File: config.mk
export PLATFORM = sky130hd
export DESIGN_NAME = cpu_regfile_mp
export DESIGN_NICKNAME = d
export VERILOG_FILES = /design/src/rtl/cpu_regfile_mp.sv
export SDC_FILE = /design/constraint.sdc
export NUM_CORES = 1
export LEC_CHECK = 0
export ABC_AREA = 1
export CAP_MARGIN = 25
export CORE_MARGIN = 2
export CORE_UTILIZATION = 55
export CTS_CLUSTER_DIAMETER = 120
export DETAILED_ROUTE_END_ITERATION = 16
export HOLD_SLACK_MARGIN = 0.05
export PLACE_DENSITY = 0.78
export SLEW_MARGIN = 15
export SYNTH_ARGS = -nofsm -noshare
export SYNTH_HDL_FRONTEND = slang
export SYNTH_SLANG_ARGS = --single-unit
File: constraint.sdc
create_clock -name clk -period 12 [get_ports clk]
set_input_delay 3.6 -clock clk [delete_from_list [all_inputs] [get_ports clk]]
set_output_delay 3.6 -clock clk [all_outputs]
set_load 0.005 [all_outputs]
File: src/rtl/cpu_regfile_mp.sv
// Multi-port register file for the 8-bit CPU datapath: one write port, NUM_RD read ports,
// and an in-place increment/decrement port for pointer registers.
module cpu_regfile_mp #(
    parameter int unsigned DATA_W   = 8,
    parameter int unsigned NUM_REGS = 8,
    parameter int unsigned ADDR_W   = $clog2(NUM_REGS),
    parameter int unsigned NUM_RD   = 2,
    parameter int unsigned REG_RD   = 0,
    parameter int unsigned BYPASS   = 1
) (
    input  logic                     clk,
    input  logic                     reset,
    input  logic                     wr_en,
    input  logic [ADDR_W-1:0]        wr_sel,
    input  logic [DATA_W-1:0]        wr_data,
    input  logic                     idu_en,
    input  logic                     idu_dec,
    input  logic [ADDR_W-1:0]        idu_sel,
    input  logic [NUM_RD*ADDR_W-1:0] rd_sel,
    input  logic [NUM_RD-1:0]        rd_oe,
    output logic [NUM_RD*DATA_W-1:0] rd_data,
    output logic                     idu_wrap,
    output logic                     idu_zero,
    output logic [DATA_W-1:0]        rega,
    output logic [DATA_W-1:0]        regb
);

    logic [DATA_W-1:0]        regs_q [NUM_REGS];
    logic [DATA_W-1:0]        idu_cur;
    logic [DATA_W-1:0]        idu_res;
    logic                     idu_wrap_d, idu_zero_d;
    logic                     idu_wrap_q, idu_zero_q;
    logic                     idu_ok;
    logic [ADDR_W-1:0]        rd_sel_k;
    logic [DATA_W-1:0]        rd_val_k;
    logic [NUM_RD*DATA_W-1:0] rd_comb;

    assign idu_ok = 32'(idu_sel) < NUM_REGS;

    // Flags follow the computed result even when a colliding write discards it.
    always_comb begin
        idu_cur = '0;
        if (idu_ok) begin
            idu_cur = regs_q[idu_sel];
        end
        idu_res    = idu_dec ? idu_cur - DATA_W'(1) : idu_cur + DATA_W'(1);
        idu_wrap_d = idu_dec ? (idu_cur == '0) : (idu_cur == '1);
        idu_zero_d = (idu_res == '0);
    end

    always_ff @(posedge clk) begin
        if (reset) begin
            for (int unsigned i = 0; i < NUM_REGS; i++) begin
                regs_q[i] <= '0;
            end
            idu_wrap_q <= 1'b0;
            idu_zero_q <= 1'b0;
        end else begin
            for (int unsigned i = 0; i < NUM_REGS; i++) begin
                if (wr_en && wr_sel == ADDR_W'(i)) begin
                    regs_q[i] <= wr_data;
                end else if (idu_en && idu_sel == ADDR_W'(i)) begin
                    regs_q[i] <= idu_res;
                end
            end
            if (idu_en) begin
                idu_wrap_q <= idu_wrap_d;
                idu_zero_q <= idu_zero_d;
            end
        end
    end

    // Out-of-range selects read as zero and are never forwarded.
    always_comb begin
        rd_comb  = '0;
        rd_sel_k = '0;
        rd_val_k = '0;
        for (int unsigned k = 0; k < NUM_RD; k++) begin
            rd_sel_k = rd_sel[k*ADDR_W +: ADDR_W];
            rd_val_k = '0;
            if (32'(rd_sel_k) < NUM_REGS) begin
                rd_val_k = regs_q[rd_sel_k];
                if (BYPASS != 0) begin
                    if (wr_en && wr_sel == rd_sel_k) begin
                        rd_val_k = wr_data;
                    end else if (idu_en && idu_sel == rd_sel_k) begin
                        rd_val_k = idu_res;
                    end
                end
            end
            if (rd_oe[k]) begin
                rd_comb[k*DATA_W +: DATA_W] = rd_val_k;
            end
        end
    end

    if (REG_RD != 0) begin : g_reg_rd
        logic [NUM_RD*DATA_W-1:0] rd_q;
        always_ff @(posedge clk) begin
            if (reset) begin
                rd_q <= '0;
            end else begin
                rd_q <= rd_comb;
            end
        end
        assign rd_data = rd_q;
    end else begin : g_comb_rd
        assign rd_data = rd_comb;
    end

    assign idu_wrap = idu_wrap_q;
    assign idu_zero = idu_zero_q;
    assign rega     = regs_q[0];
    assign regb     = regs_q[1];

endmodule

Yosys cells after proc, flatten, opt, wreduce, memory -nomap -nowiden
Memory sizes are Yosys's and may differ from the RTL's.
Cells that the tools add are included.
- register bits: 2
- memory bits (writable): 64
- output and inout port bits: 34
- word-level logic and storage cells: 146
- memories: 1
- memory list (name ; depth ; width ; read ports ; clocked after Yosys merged registers in ; write ports ; line ; text):
    regs_q ; 8 ; 8 ; 5 ; 0 ; 8 ; 28 ; logic [DATA_W-1:0] regs_q [NUM_REGS];
- add/subtract/negate cells: 2
- equality and inequality tests: 19
- mux-type cells: 82
- bitwise operators: 16
- reductions and logical operators: 24
- operators by type and width (cell ; number):
    $mux 8 ; 23
    $mux 1 ; 59
    $eq 3x3->1 const B ; 8
    $logic_and 1x1->1 ; 20
    $logic_not 8->1 ; 2
    $or 1x1->1 ; 16
    $eq 3x2->1 const B ; 4
    $eq 3x3->1 ; 4
    $add 8x1->8 const B ; 1
    $eq 8x8->1 const B ; 1
    $sub 8x1->8 const B ; 1
    $eq 3x1->1 const B ; 2
    $logic_not 3->1 ; 2

Logic depth before layout (Yosys ltp)
- depth after elaboration: 7
- depth in mapped cells: 21
- depth with buffers taken out: 20

Worst setup path after synthesis
Ideal clock, no wire load.
- path kind: input-to-output
- start: input port idu_sel[1]
- end: output port rd_data[13]
- arrival time: 5530 ps
- required time: 8400 ps
- slack: 2870 ps
- stages on the path: 16
- path buffers: 3
- path through: buf_6 -> inv_2 -> nor2_2 -> buf_6 -> a21oi_1 -> nand3_1 -> nand2_1 -> inv_1 -> ha_1 -> a21oi_1 -> o21a_1 -> nand3_1 -> nand2_1 -> buf_4 -> nand2_1 -> a31oi_1
- cells in the longest elaborated chain, start to end: 6
- elaborated cells between the ends (all ways): 9
- ends and longest elaborated chain (item ; line ; text):
    start, declared ; 18 ; input logic [ADDR_W-1:0] idu_sel,
    $mem_v2 8x8 ; -- ;
    $add 8x1->8 / $sub 8x1->8 (equally long branches) ; 46 ; idu_res = idu_dec ? idu_cur - DATA_W'(1) : idu_cur + DATA_W'(1);
    $mux 8 ; 46 ;
    $mux 8 * ; 86 ; end else if (idu_en && idu_sel == rd_sel_k) begin
    $mux 8 * ; 84 ; if (wr_en && wr_sel == rd_sel_k) begin
    $mux 8 * ; 91 ; if (rd_oe[k]) begin
    end, declared ; 21 ; output logic [NUM_RD*DATA_W-1:0] rd_data,
Every way passes the cells marked *; elsewhere a longest branch is shown, timed or not.

Final worst setup path
- start: input port idu_sel[0]
- end: output port rd_data[4]
The elaborated chain is that of the path after synthesis.

==> flow_metrics.py <==
metrics = {
    "synth": {
        "yosysMostFrequentCell": "o21ai_0",
        "synth_common_cells": "o21ai_0 (147), nand2_1 (135), inv_1 (112)",
        "muxShareOfSynthArea_pct": 0,
        "ys_seq_area_share_pct": 34.51,
        "synth_fa_ha_area_share_pct": 1.893,
        "yosysTopAreaCell": "edfxtp_1",
        "synth_xor_area_share_pct": 0.9023,
        "synth_edf_count": 64,
        "synth_top_family_by_area": "compound AO/OA/AOI/OAI gates",
        "synth_fp_nets": 867,
        "yosysUniqueCellTypes": 41,
        "synthSimpleGateAreaFrac_pct": 23.48,
        "ys_warn_count": 0,
        "ys.flop_type": "edfxtp_1",
        "ys_top_cells_by_area": "edfxtp_1 (34%), o21ai_0 (13%), nand2_1 (8.9%)",
        "syn-cell-area_um2": 5685,
        "postSynthAreaPerCell_um2": 6.833,
        "synth-seq-cells": 66,
        "netlist.area_leader.share_pct": 33.80,
        "synth_cells": 832,
        "synth-compound-area-share_pct": 27.05,
        "synthArstFlopShare_pct": 0,
    },
    "critical_path": {
        "critical_path_buf_inv_count": 5,
        "arrival_ns": 7.69,
        "critical_path.startpoint_type": "primary input",
        "endpoint_kind": "output port",
        "max_stage_delay_ns": 0.79,
        "worstPathRequired_ns": 8.40,
        "worstPathCellList": "clkdlybuf4s50_1 > inv_2 > nor2_2 > a22oi_1 > nand3_1 > nand2_1 > fa_1 > inv_1 > nand3_1 > nand2_1 > nand2_1 > and2_1 > inv_1 > a21oi_1 > a21oi_1 > clkdlybuf4s50_1",
        "cp_max_fo": 14,
        "slowest_stage": "clkdlybuf4s50_1",
        "crit_top_cell": "nand2_1",
        "worstSetupPathType": "primary input to output port",
        "cp_top_family": "buffers and inverters",
    },
    "outcome": {
        "status": "completed",
    },
    "grt": {
        "grt_max_degree": 33,
        "grt_pass1_vias": 6231,
        "grt_pass1_wl_mm": 34.52,
        "antenna_found_initial": 0,
        "gr-total-overflow": 0,
        "track_usage_pct": 41.17,
    },
    "sta": {
        "setup_violations": 0,
        "relSlewSlack_pct": 43.08,
        "rsz0062_at_grt": "false",
        "max_freq_mhz": 88.59,
        "drv_slew": 0,
        "hold_viol": 0,
        "post-route-period-util_pct": 94.07,
        "setup_tns_ns": 0,
        "period_minus_slack_ns": 11.29,
        "worst_slew_pin_slew_ns": 0.8511,
        "clock-skew-final_ns": 0.01036,
    },
    "detailed_routing": {
        "antenna_left": 0,
        "viasPerCell": 6.639,
        "wl_per_cell_um": 22.87,
        "drc": 0,
        "first_pass_iters": 7,
        "wirelength_mm": 23.05,
        "first_iter_violations": 1164,
        "vias": 6692,
    },
    "die": {
        "start_util_pct": 55.82,
        "dieArea_um2": 11170,
        "fp.coreArea_um2": 10180,
        "die_h_um": 105.7,
        "die_w_um": 105.7,
        "io_pins": 61,
        "fp-row-count": 37,
    },
    "place": {
        "dpl.hpwl_mm": 16.54,
        "place_congestion": 1.043,
        "port_buffers": 60,
        "post-place-cells": 991,
    },
    "layout": {
        "syn_to_final_growth_pct": 14.66,
        "final_nets": 902,
        "fillers": 938,
        "drive_above_1_share_pct": 5.849,
        "num_antenna_cells": 0,
        "layout.cells.non_filler": 1008,
    },
    "flow_run": {
        "drv_cap": 0,
    },
    "clock_network": {
        "cts_max_level": 3,
        "cts_tree": "built",
        "clock_path_buffers": 2,
        "ctsHoldBuffers": 0,
        "clock_latency_ns": 0.37,
        "clock-sinks": 66,
        "clock-root-buffer": "clkbuf_8",
        "cts_resized": 0,
        "cts_buffers": 9,
        "cts_setup_buffers": 0,
        "clk_pin_slew_worst_paths_ns": 0.08,
    },
    "min_path": {
        "min_path_type": "register to register",
    },
    "power_and_ir_drop": {
        "powerDensity_nw_per_um2": 111.8,
        "ir_drop_mv": 0.05451,
        "leakagePower_nw": 2.830,
    },
}
-- cell families after synthesis --
logic type / count (synthesis)
simple gates: 310
compound gates: 275
buf+inv: 168
flops: 66
fa+ha+maj: 8
xor+xnor: 5
-- metal layers --
metal / share of wire [%] / track usage (%)
met1: 35 / 51.83
met2: 44 / 62.81
met3: 14 / 8.534
met4: 7.2 / 29.32
met5: 0 / 0
-- flip-flops by register name (all words and copies together) (netlist names) --
signal    flops
idu_zero      1
idu_wrap      1
regs_q       64
-- layout by cell type, fill, tap and decap left out, types with 3 or more instances in the layout --
cell,netlist,layout
inv_1,112,112
clkinv_1,3,3
a22oi_1,12,12
o22ai_1,21,21
nand3_2,4,4
ha_1,7,7
clkdlybuf4s50_1,0,60
o21ai_0,147,147
nor2_1,90,90
nand3_1,57,57
nand4_1,5,5
nand2_2,5,5
a21oi_1,58,58
buf_4,4,9
xor2_1,4,4
nand2_1,135,135
a31oi_1,6,6
nor3_1,6,6
o211ai_1,6,6
o221ai_1,14,14
edfxtp_1,64,64
a211oi_1,3,3
clkbuf_8,0,9
inv_2,7,7
-- worst reg2reg max path, stage by stage (launching register included) --
cell	delay [ns]
edfxtp_1	0.46
inv_1	0.10
nor2_1	0.05
a21oi_1	0.19
nand3_1	0.10
nand2_1	0.13
inv_1	0.05
ha_1	0.38
a21oi_1	0.33
o21a_1	0.18
nand2_1	0.05
nand2_1	0.06
nand2_1	0.26
o21ai_0	0.33
inv_1	0.07
-- power by group --
group / internal, W / switching, W
Combinational: 0.0000740 / 0.000150
Sequential: 0.000272 / 0.0000155
Clock: 0.000117 / 0.000101
-- final cells by class --
class,count,area (µm²),area share [%]
well taps,136,170.2,2.610
clock inverters,7,93.84,1.440
repair buffers,70,679.4,10.42
flip-flops and latches,66,1962,30.10
multi-input cells,598,3032,46.51
clock buffers,9,123.9,1.900
inverters,122,457.9,7.025
-- metrics by stage --
step	hold slack (ns)	total power, W	util, %	setup slack [ns]	instance area, µm²
floorplan	0.4720	0.0004169	-	2.870	5685
global placement	0.4691	0.0004997	61.76	0.9774	6290
detailed placement	0.4905	0.0005041	61.76	0.8745	6290
CTS	0.5031	0.0007152	63.89	0.8642	6507
global route	0.5191	0.0007516	64.00	0.4191	6519
finish	0.5035	0.0007287	64.00	0.7117	6519
-- worst paths after layout --
kind         slack [ns]                          to  cells after the start                  startpoint
min reg2reg        0.50       idu_zero$_SDFFE_PP0P_                      2       idu_zero$_SDFFE_PP0P_
max                0.71                  rd_data[4]                     16                  idu_sel[0]
max reg2reg        9.02  regs_q[0][5]$_SDFFCE_PN0P_                     14  regs_q[1][2]$_SDFFCE_PN0P_
min                0.50       idu_zero$_SDFFE_PP0P_                      2       idu_zero$_SDFFE_PP0P_
Note: power is estimated with default switching activity, not from simulation.
